$ cat config.mk
export PLATFORM = sky130hd
export DESIGN_NAME = multi_key_debounce_flat
export DESIGN_NICKNAME = d
export VERILOG_FILES = /design/src/rtl/multi_key_debounce_if.sv /design/src/rtl/multi_key_debounce.sv /design/src/flat_wrapper.sv
export SDC_FILE = /design/constraint.sdc
export NUM_CORES = 1
export LEC_CHECK = 0
export BUFFER_PORTS_ARGS = -buffer_cell sky130_fd_sc_hd__buf_2
export CORE_MARGIN = 10
export CORE_UTILIZATION = 37
export CTS_BUF_LIST = sky130_fd_sc_hd__clkbuf_4
export CTS_CLUSTER_DIAMETER = 60
export CTS_CLUSTER_SIZE = 24
export DETAILED_ROUTE_END_ITERATION = 7
export GPL_ROUTABILITY_DRIVEN = 0
export GPL_TIMING_DRIVEN = 1
export HOLD_SLACK_MARGIN = 0.1
export PLACE_DENSITY = 0.56
export SLEW_MARGIN = 20
export SYNTH_ARGS = -nofsm -noshare
export SYNTH_HDL_FRONTEND = slang
export SYNTH_SLANG_ARGS = --single-unit
$ cat constraint.sdc
create_clock -name clk -period 2.6 [get_ports clk]
set_input_delay 0.39 -clock clk [delete_from_list [all_inputs] [get_ports clk]]
set_output_delay 0.39 -clock clk [all_outputs]
set_load 0.005 [all_outputs]
$ cat src/rtl/multi_key_debounce_if.sv
// rtl/multi_key_debounce_if.sv - key inputs, repeat enable and debounced event outputs
interface multi_key_debounce_if #(
  parameter int CH = 4
);
  logic          rep_en;
  logic [CH-1:0] key_i;
  logic [CH-1:0] key_level;
  logic [CH-1:0] key_press;
  logic [CH-1:0] key_release;
  logic [CH-1:0] key_long;
  logic [CH-1:0] key_rep;

  // Key source side: drives raw keys and the repeat enable, consumes events.
  modport master (
    output rep_en,
    output key_i,
    input  key_level,
    input  key_press,
    input  key_release,
    input  key_long,
    input  key_rep
  );

  // Debouncer side.
  modport slave (
    input  rep_en,
    input  key_i,
    output key_level,
    output key_press,
    output key_release,
    output key_long,
    output key_rep
  );
endinterface

$ cat src/rtl/multi_key_debounce.sv
// rtl/multi_key_debounce.sv - multi-channel key debouncer with long-press and auto-repeat
module multi_key_debounce #(
  parameter int CH         = 4,
  parameter int TICK_DIV   = 500000,
  parameter int DEPTH      = 8,
  parameter int LONG_TICKS = 100,
  parameter int REP_TICKS  = 20
) (
  input  logic                  clk,
  input  logic                  rst_n,
  multi_key_debounce_if.slave   bus
);

  localparam int TW = $clog2(TICK_DIV);
  localparam int HW = $clog2(LONG_TICKS + 1);
  localparam int RW = $clog2(REP_TICKS + 1);

  localparam logic [1:0] ST_RELEASED = 2'd0;
  localparam logic [1:0] ST_PRESSED  = 2'd1;
  localparam logic [1:0] ST_HELD     = 2'd2;

  // Shared sample-tick divider.
  logic [TW-1:0]    tick_cnt_q, tick_cnt_d;
  logic             tick;

  // Two-stage synchroniser; idle level of the raw keys is 1.
  logic [CH-1:0]    sync1_q, sync2_q;

  // Per-channel debounce state.
  logic [DEPTH-1:0] shift_q   [CH];
  logic [DEPTH-1:0] shift_d   [CH];
  logic [1:0]       state_q   [CH];
  logic [1:0]       state_d   [CH];
  logic [HW-1:0]    hold_q    [CH];
  logic [HW-1:0]    hold_d    [CH];
  logic [RW-1:0]    rep_cnt_q [CH];
  logic [RW-1:0]    rep_cnt_d [CH];

  // Registered outputs.
  logic [CH-1:0]    level_q, level_d;
  logic [CH-1:0]    press_q, press_d;
  logic [CH-1:0]    release_q, release_d;
  logic [CH-1:0]    long_q, long_d;
  logic [CH-1:0]    rep_q, rep_d;

  // Tick is decoded from the counter so it lasts exactly one clk per period.
  always_comb begin
    tick       = (tick_cnt_q == TW'(TICK_DIV - 1));
    tick_cnt_d = tick ? '0 : tick_cnt_q + 1'b1;
  end

  // Per-channel FSM: sample on tick, then decide press/release/long/repeat from the post-shift window.
  always_comb begin
    for (int c = 0; c < CH; c++) begin
      shift_d[c]   = shift_q[c];
      state_d[c]   = state_q[c];
      hold_d[c]    = hold_q[c];
      rep_cnt_d[c] = rep_cnt_q[c];
      level_d[c]   = level_q[c];
      press_d[c]   = 1'b0;
      release_d[c] = 1'b0;
      long_d[c]    = 1'b0;
      rep_d[c]     = 1'b0;

      if (tick) begin
        shift_d[c] = {shift_q[c][DEPTH-2:0], sync2_q[c]};
        case (state_q[c])
          ST_RELEASED: begin
            // Active-low keys: a window of all zeros is a stable press.
            if (shift_d[c] == '0) begin
              state_d[c]   = ST_PRESSED;
              level_d[c]   = 1'b1;
              press_d[c]   = 1'b1;
              hold_d[c]    = '0;
              rep_cnt_d[c] = '0;
            end
          end
          ST_PRESSED: begin
            // Release is checked first so it pre-empts a long press on the same tick.
            if (shift_d[c] == '1) begin
              state_d[c]   = ST_RELEASED;
              level_d[c]   = 1'b0;
              release_d[c] = 1'b1;
              hold_d[c]    = '0;
              rep_cnt_d[c] = '0;
            end else begin
              // Hold time keeps counting through bouncy windows; it never exceeds LONG_TICKS.
              hold_d[c] = hold_q[c] + 1'b1;
              if (hold_d[c] == HW'(LONG_TICKS)) begin
                state_d[c]   = ST_HELD;
                long_d[c]    = 1'b1;
                rep_cnt_d[c] = '0;
              end
            end
          end
          ST_HELD: begin
            if (shift_d[c] == '1) begin
              state_d[c]   = ST_RELEASED;
              level_d[c]   = 1'b0;
              release_d[c] = 1'b1;
              hold_d[c]    = '0;
              rep_cnt_d[c] = '0;
            end else if (bus.rep_en) begin
              // Repeat counter returns to zero on each pulse, so it never exceeds REP_TICKS.
              rep_cnt_d[c] = rep_cnt_q[c] + 1'b1;
              if (rep_cnt_d[c] == RW'(REP_TICKS)) begin
                rep_d[c]     = 1'b1;
                rep_cnt_d[c] = '0;
              end
            end else begin
              rep_cnt_d[c] = '0;
            end
          end
          default: begin
            // Unreachable encoding: fall back to a clean released state.
            state_d[c]   = ST_RELEASED;
            level_d[c]   = 1'b0;
            hold_d[c]    = '0;
            rep_cnt_d[c] = '0;
          end
        endcase
      end
    end
  end

  // Divider and synchroniser registers.
  always_ff @(posedge clk or negedge rst_n) begin
    if (!rst_n) begin
      tick_cnt_q <= '0;
      sync1_q    <= '1;
      sync2_q    <= '1;
    end else begin
      tick_cnt_q <= tick_cnt_d;
      sync1_q    <= bus.key_i;
      sync2_q    <= sync1_q;
    end
  end

  // Per-channel state and output registers; reset leaves every key released with no pulse.
  always_ff @(posedge clk or negedge rst_n) begin
    if (!rst_n) begin
      for (int c = 0; c < CH; c++) begin
        shift_q[c]   <= '1;
        state_q[c]   <= ST_RELEASED;
        hold_q[c]    <= '0;
        rep_cnt_q[c] <= '0;
      end
      level_q   <= '0;
      press_q   <= '0;
      release_q <= '0;
      long_q    <= '0;
      rep_q     <= '0;
    end else begin
      for (int c = 0; c < CH; c++) begin
        shift_q[c]   <= shift_d[c];
        state_q[c]   <= state_d[c];
        hold_q[c]    <= hold_d[c];
        rep_cnt_q[c] <= rep_cnt_d[c];
      end
      level_q   <= level_d;
      press_q   <= press_d;
      release_q <= release_d;
      long_q    <= long_d;
      rep_q     <= rep_d;
    end
  end

  assign bus.key_level   = level_q;
  assign bus.key_press   = press_q;
  assign bus.key_release = release_q;
  assign bus.key_long    = long_q;
  assign bus.key_rep     = rep_q;

endmodule

$ cat src/flat_wrapper.sv
// flat-port wrapper written by rule: the top's interface ports become plain ports
module multi_key_debounce_flat 
#(
  parameter int CH         = 4,
  parameter int TICK_DIV   = 500000,
  parameter int DEPTH      = 8,
  parameter int LONG_TICKS = 100,
  parameter int REP_TICKS  = 20
)
  (clk, rst_n, bus_rep_en, bus_key_i, bus_key_level, bus_key_press, bus_key_release, bus_key_long, bus_key_rep);
  multi_key_debounce_if #(.CH(CH)) bus_i ();
  input  logic clk;
  input  logic rst_n;
  input wire logic [$bits(bus_i.rep_en)-1:0] bus_rep_en;
  input wire logic [$bits(bus_i.key_i)-1:0] bus_key_i;
  output wire logic [$bits(bus_i.key_level)-1:0] bus_key_level;
  output wire logic [$bits(bus_i.key_press)-1:0] bus_key_press;
  output wire logic [$bits(bus_i.key_release)-1:0] bus_key_release;
  output wire logic [$bits(bus_i.key_long)-1:0] bus_key_long;
  output wire logic [$bits(bus_i.key_rep)-1:0] bus_key_rep;
  assign bus_i.rep_en = bus_rep_en;
  assign bus_i.key_i = bus_key_i;
  assign bus_key_level = bus_i.key_level;
  assign bus_key_press = bus_i.key_press;
  assign bus_key_release = bus_i.key_release;
  assign bus_key_long = bus_i.key_long;
  assign bus_key_rep = bus_i.key_rep;
  multi_key_debounce #(.CH(CH), .TICK_DIV(TICK_DIV), .DEPTH(DEPTH), .LONG_TICKS(LONG_TICKS), .REP_TICKS(REP_TICKS)) u_core (.clk(clk), .rst_n(rst_n), .bus(bus_i));
endmodule
==> metrics.md <==
| Metric | Value |
|---|---|
| Status | finished clean |
| Number of synthesized flops with an enable pin | 0 |
| FF-to-FF End | u_core.rep_cnt_q[0] |
| Gr usage total | 12.01% |
| GRT overflow | 0 |
| Final instance area | 7468 µm² |
| Area contributors post-synth | dfrtp_1 36%, dfstp_2 14%, mux2_2 5.3% |
| Clk pwr share | 44.8% |
| Critical path's top delay family | compound AO/OA/AOI/OAI gates |
| Comb power frac | 1.8% |
| Most common cell after layout, fill and taps aside | dfrtp_1 |
| Vias in the first global route | 4901 |
| Synthesis Warnings | 0 |
| Final nets | 724 |
| Post-synth top flop | dfrtp_1 |
| Setup ws final | 0.1750 ns |
| Worst skew pair latency | 0.55 ns |
| Worst-Margin Slew | 0.5049 ns |
| DRT antenna net count | 0 |
| Die width | 153.1 µm |
| RSZ-0062 raised after global routing | false |
| Netlist Area Pre-Place | 6558 µm² |
| Initial Util | 37.78% |
| Avg Cell Area, Syn | 10.17 µm² |
| RR Startpoint | u_core.hold_q[0] |
| Drt wl/cell | 14.70 µm |
| CP startpoint | u_core.hold_q[0] |
| # Post-CTS Setup Buffers | 0 |
| Switching share of power | 21.44% |
| Cell variety after synth | 57 |
| Worst R2R Path Depth | 7 |
| Fillers | 1663 |
| Net Switching | 0.8235 mW |
| Antenna violations before repair | 1 |
| Vias | 4938 |
| DR pass1 iterations | 4 |
| Num rows | 48 |
| Die Footprint | 23450 µm² |
| Sequential share of the synthesized area | 50.68% |
| Reg2Reg Setup Slack | 0.17 ns |
| Root buffer cell | clkbuf_4 |
| Slew HR | 65.99% |
| Crit. End Element | register |
| Largest stage delay on the critical path | 0.45 ns |
| CTS tree | yes |
| Dominant cell type by area after synthesis | dfrtp_1 |
| Routed vias/inst | 5.304 |
| Remaining DRCs | 0 |
| Max Cap Viol | 0 |
| H-Tree Depth | 4 |
| VDD IR max | 247.7 µV |
| Hold_ws | 0.1959 ns |
| Setup CP Type | register to register |
| Worst setup SP type | register |
| Initial drt markers | 272 |
| Setup TNS | 0 ns |
| Flop pwr share | 53.5% |
| Async set-reset flop share out of synthesis | 100.0% |
| Place WS | 0.1537 ns |
| Top Ports | 27 |
| Global-route wire length before repair | 23.63 mm |
| Syn_nets | 677 |
| Most frequent cells in the layout | 95 x dfrtp_1, 74 x nand2_1, 52 x o21ai_0, 39 x nand3_1, 36 x dfstp_2 |
| Achievable Freq | 412.4 MHz |
| Data arrival, critical path | 2.87 ns |
| Final setup fails | 0 |
| Post-Layout Cell Count | 931 |
| Slowest-stage cell, CP | dfrtp_1 |
| Layout Utilization | 43.03% |
| PwrDens | 514.3 nW/µm² |
| Min cycle time layout | 2.425 ns |
| CTS sink cnt | 131 |
| Cell count after synthesis | 645 |
| Area growth syn-to-layout | 13.89% |
| Clock Tree Buf Depth | 2 |
| Final period util | 93.27% |
| CP required | 3.04 ns |
| CORE AREA | 17360 µm² |
| Cell area after placement | 7028 µm² |
| Slew Viols, Final | 0 |
| Leakage power | 3.350 nW |
| Hold Crit Class | primary input to register |
| CTS buffer count | 17 |
| Max FO, Critical Path | 8 |
| Die span in y | 153.1 µm |
| P_int | 3.017 mW |
| Hpwl dp | 9.502 mm |
| Final count of hold timing violations | 0 |
| Crit path to | u_core.rep_cnt_q[0] |
| Post-synth top area share | 36.25% |
| PnR Total Power | 3.841 mW |
| Clk slew on worst S/H paths | 0.12 ns |
| Port bufs | 26 |
| Placed Cells | 893 |
| Routed WL | 13.69 mm |
| Critical Path Stages | 7 |
| Worst clock skew | 0.01253 ns |
| Largest net degree at the start of global routing | 79 |
| Worst path bufs/invs | 0 |
| Synth Register Bits | 131 |
| Critical path, cell by cell | ha_1 > and3_1 > xor2_1 > a211oi_1 > a31oi_2 > or2_1 > mux2_2 |
| Layout cells sized above 1 | 21.84% |
## tightest hold or removal path, delay by kind of cell
kind	cells	cell delay, ns
buffers and inverters	1	0.16
AND/OR/NAND/NOR	1	0.08
AO/OA/AOI/OAI	1	0.08
## cell families after synthesis
| family | after synthesis | synth area share [%] |
|---|---|---|
| AOI/OAI and AO/OA | 122 | 11.94 |
| adders and majority gates | 25 | 4.770 |
| xor gates and xnor gates | 25 | 3.339 |
| DFF | 131 | 50.68 |
| and+or+nand+nor | 263 | 20.95 |
| muxes | 33 | 5.648 |
| buffers and inverters | 46 | 2.671 |
## worst min-delay path by stage
| stage | from | depth (start not counted) | endpoint |
|---|---|---|---|
| after floorplan | rst_n | 0 | u_core.bus.key_level[0] |
| after global placement | rst_n | 1 | u_core.rep_cnt_q[11] |
| after detailed placement | rst_n | 1 | u_core.rep_cnt_q[12] |
| after CTS | bus_rep_en | 3 | u_core.rep_cnt_q[16] |
| after global routing | bus_rep_en | 3 | u_core.rep_cnt_q[16] |
| final | bus_rep_en | 3 | u_core.rep_cnt_q[16] |
## layer usage
metal	vias up	global-route usage, %	share of wire (%)
met5	-	0	0
met4	0	4.995	1.5
met3	15	2.834	2.9
met2	62	19.65	49
met1	2432	14.82	47
li1	2429	-	-
## state kept, by name, summed over array words and instances (netlist names)
signal	flops
u_core.bus.key_level	4
u_core.hold_q	28
u_core.bus.key_press	4
u_core.sync2_q	4
u_core.state_q	8
u_core.bus.key_long	4
u_core.bus.key_rep	4
u_core.rep_cnt_q	20
u_core.bus.key_release	4
u_core.sync1_q	4
u_core.shift_q	28
u_core.tick_cnt_q	19
## synthesized netlist by cell type, types with 4 or more instances
| cell | number |
|---|---|
| nand3_1 | 41 |
| dfstp_2 | 36 |
| or2_2 | 7 |
| or4_1 | 10 |
| nand4_1 | 18 |
| dfrtp_1 | 95 |
| a31oi_1 | 12 |
| xor2_1 | 13 |
| ha_1 | 25 |
| nor2b_1 | 13 |
| o41ai_1 | 4 |
| a21oi_1 | 6 |
| nand2_1 | 74 |
| inv_1 | 31 |
| nor2_1 | 34 |
| o21ai_0 | 52 |
| and3_1 | 15 |
| and2_1 | 6 |
| clkbuf_1 | 12 |
| nor4_1 | 4 |
| mux2_2 | 31 |
| o21a_1 | 4 |
| o31ai_1 | 19 |
| or3_1 | 4 |
| nor3b_1 | 4 |
| nor3_1 | 13 |
| xnor2_1 | 12 |
## power groups by stage
stage          clock network, mW  registers (mW)  logic (mW)
2_1_floorplan                  0            2.09     0.00800
3_3_place_gp                   0            2.09      0.0640
3_5_place_dp                   0            2.09      0.0651
4_1_cts                     1.78            2.06      0.0712
5_1_grt                     1.87            2.06      0.0789
6_report                    1.72            2.05      0.0672
## what timing repair did
item / CTS / global route
gates resized for setup: 0 / 5
hold endpoints to repair: 28 / 0
hold buffers: 5 / 0
endpoints found under the setup margin: 0 / 15
## cell type report
| class | instances | area, µm² | share of cell area [%] |
|---|---|---|---|
| Multi-Input combinational cell | 468 | 3087 | 41.33 |
| Sequential cell | 131 | 3323 | 44.50 |
| Timing Repair Buffer | 43 | 297.8 | 3.987 |
| Inverter | 31 | 116.4 | 1.558 |
| Clock buffer | 17 | 127.6 | 1.709 |
| Clock inverter | 15 | 232.7 | 3.116 |
| Antenna cell | 1 | 2.502 | 0.03351 |
| Tap cell | 225 | 281.5 | 3.769 |
Note: power is estimated with default switching activity, not from simulation.
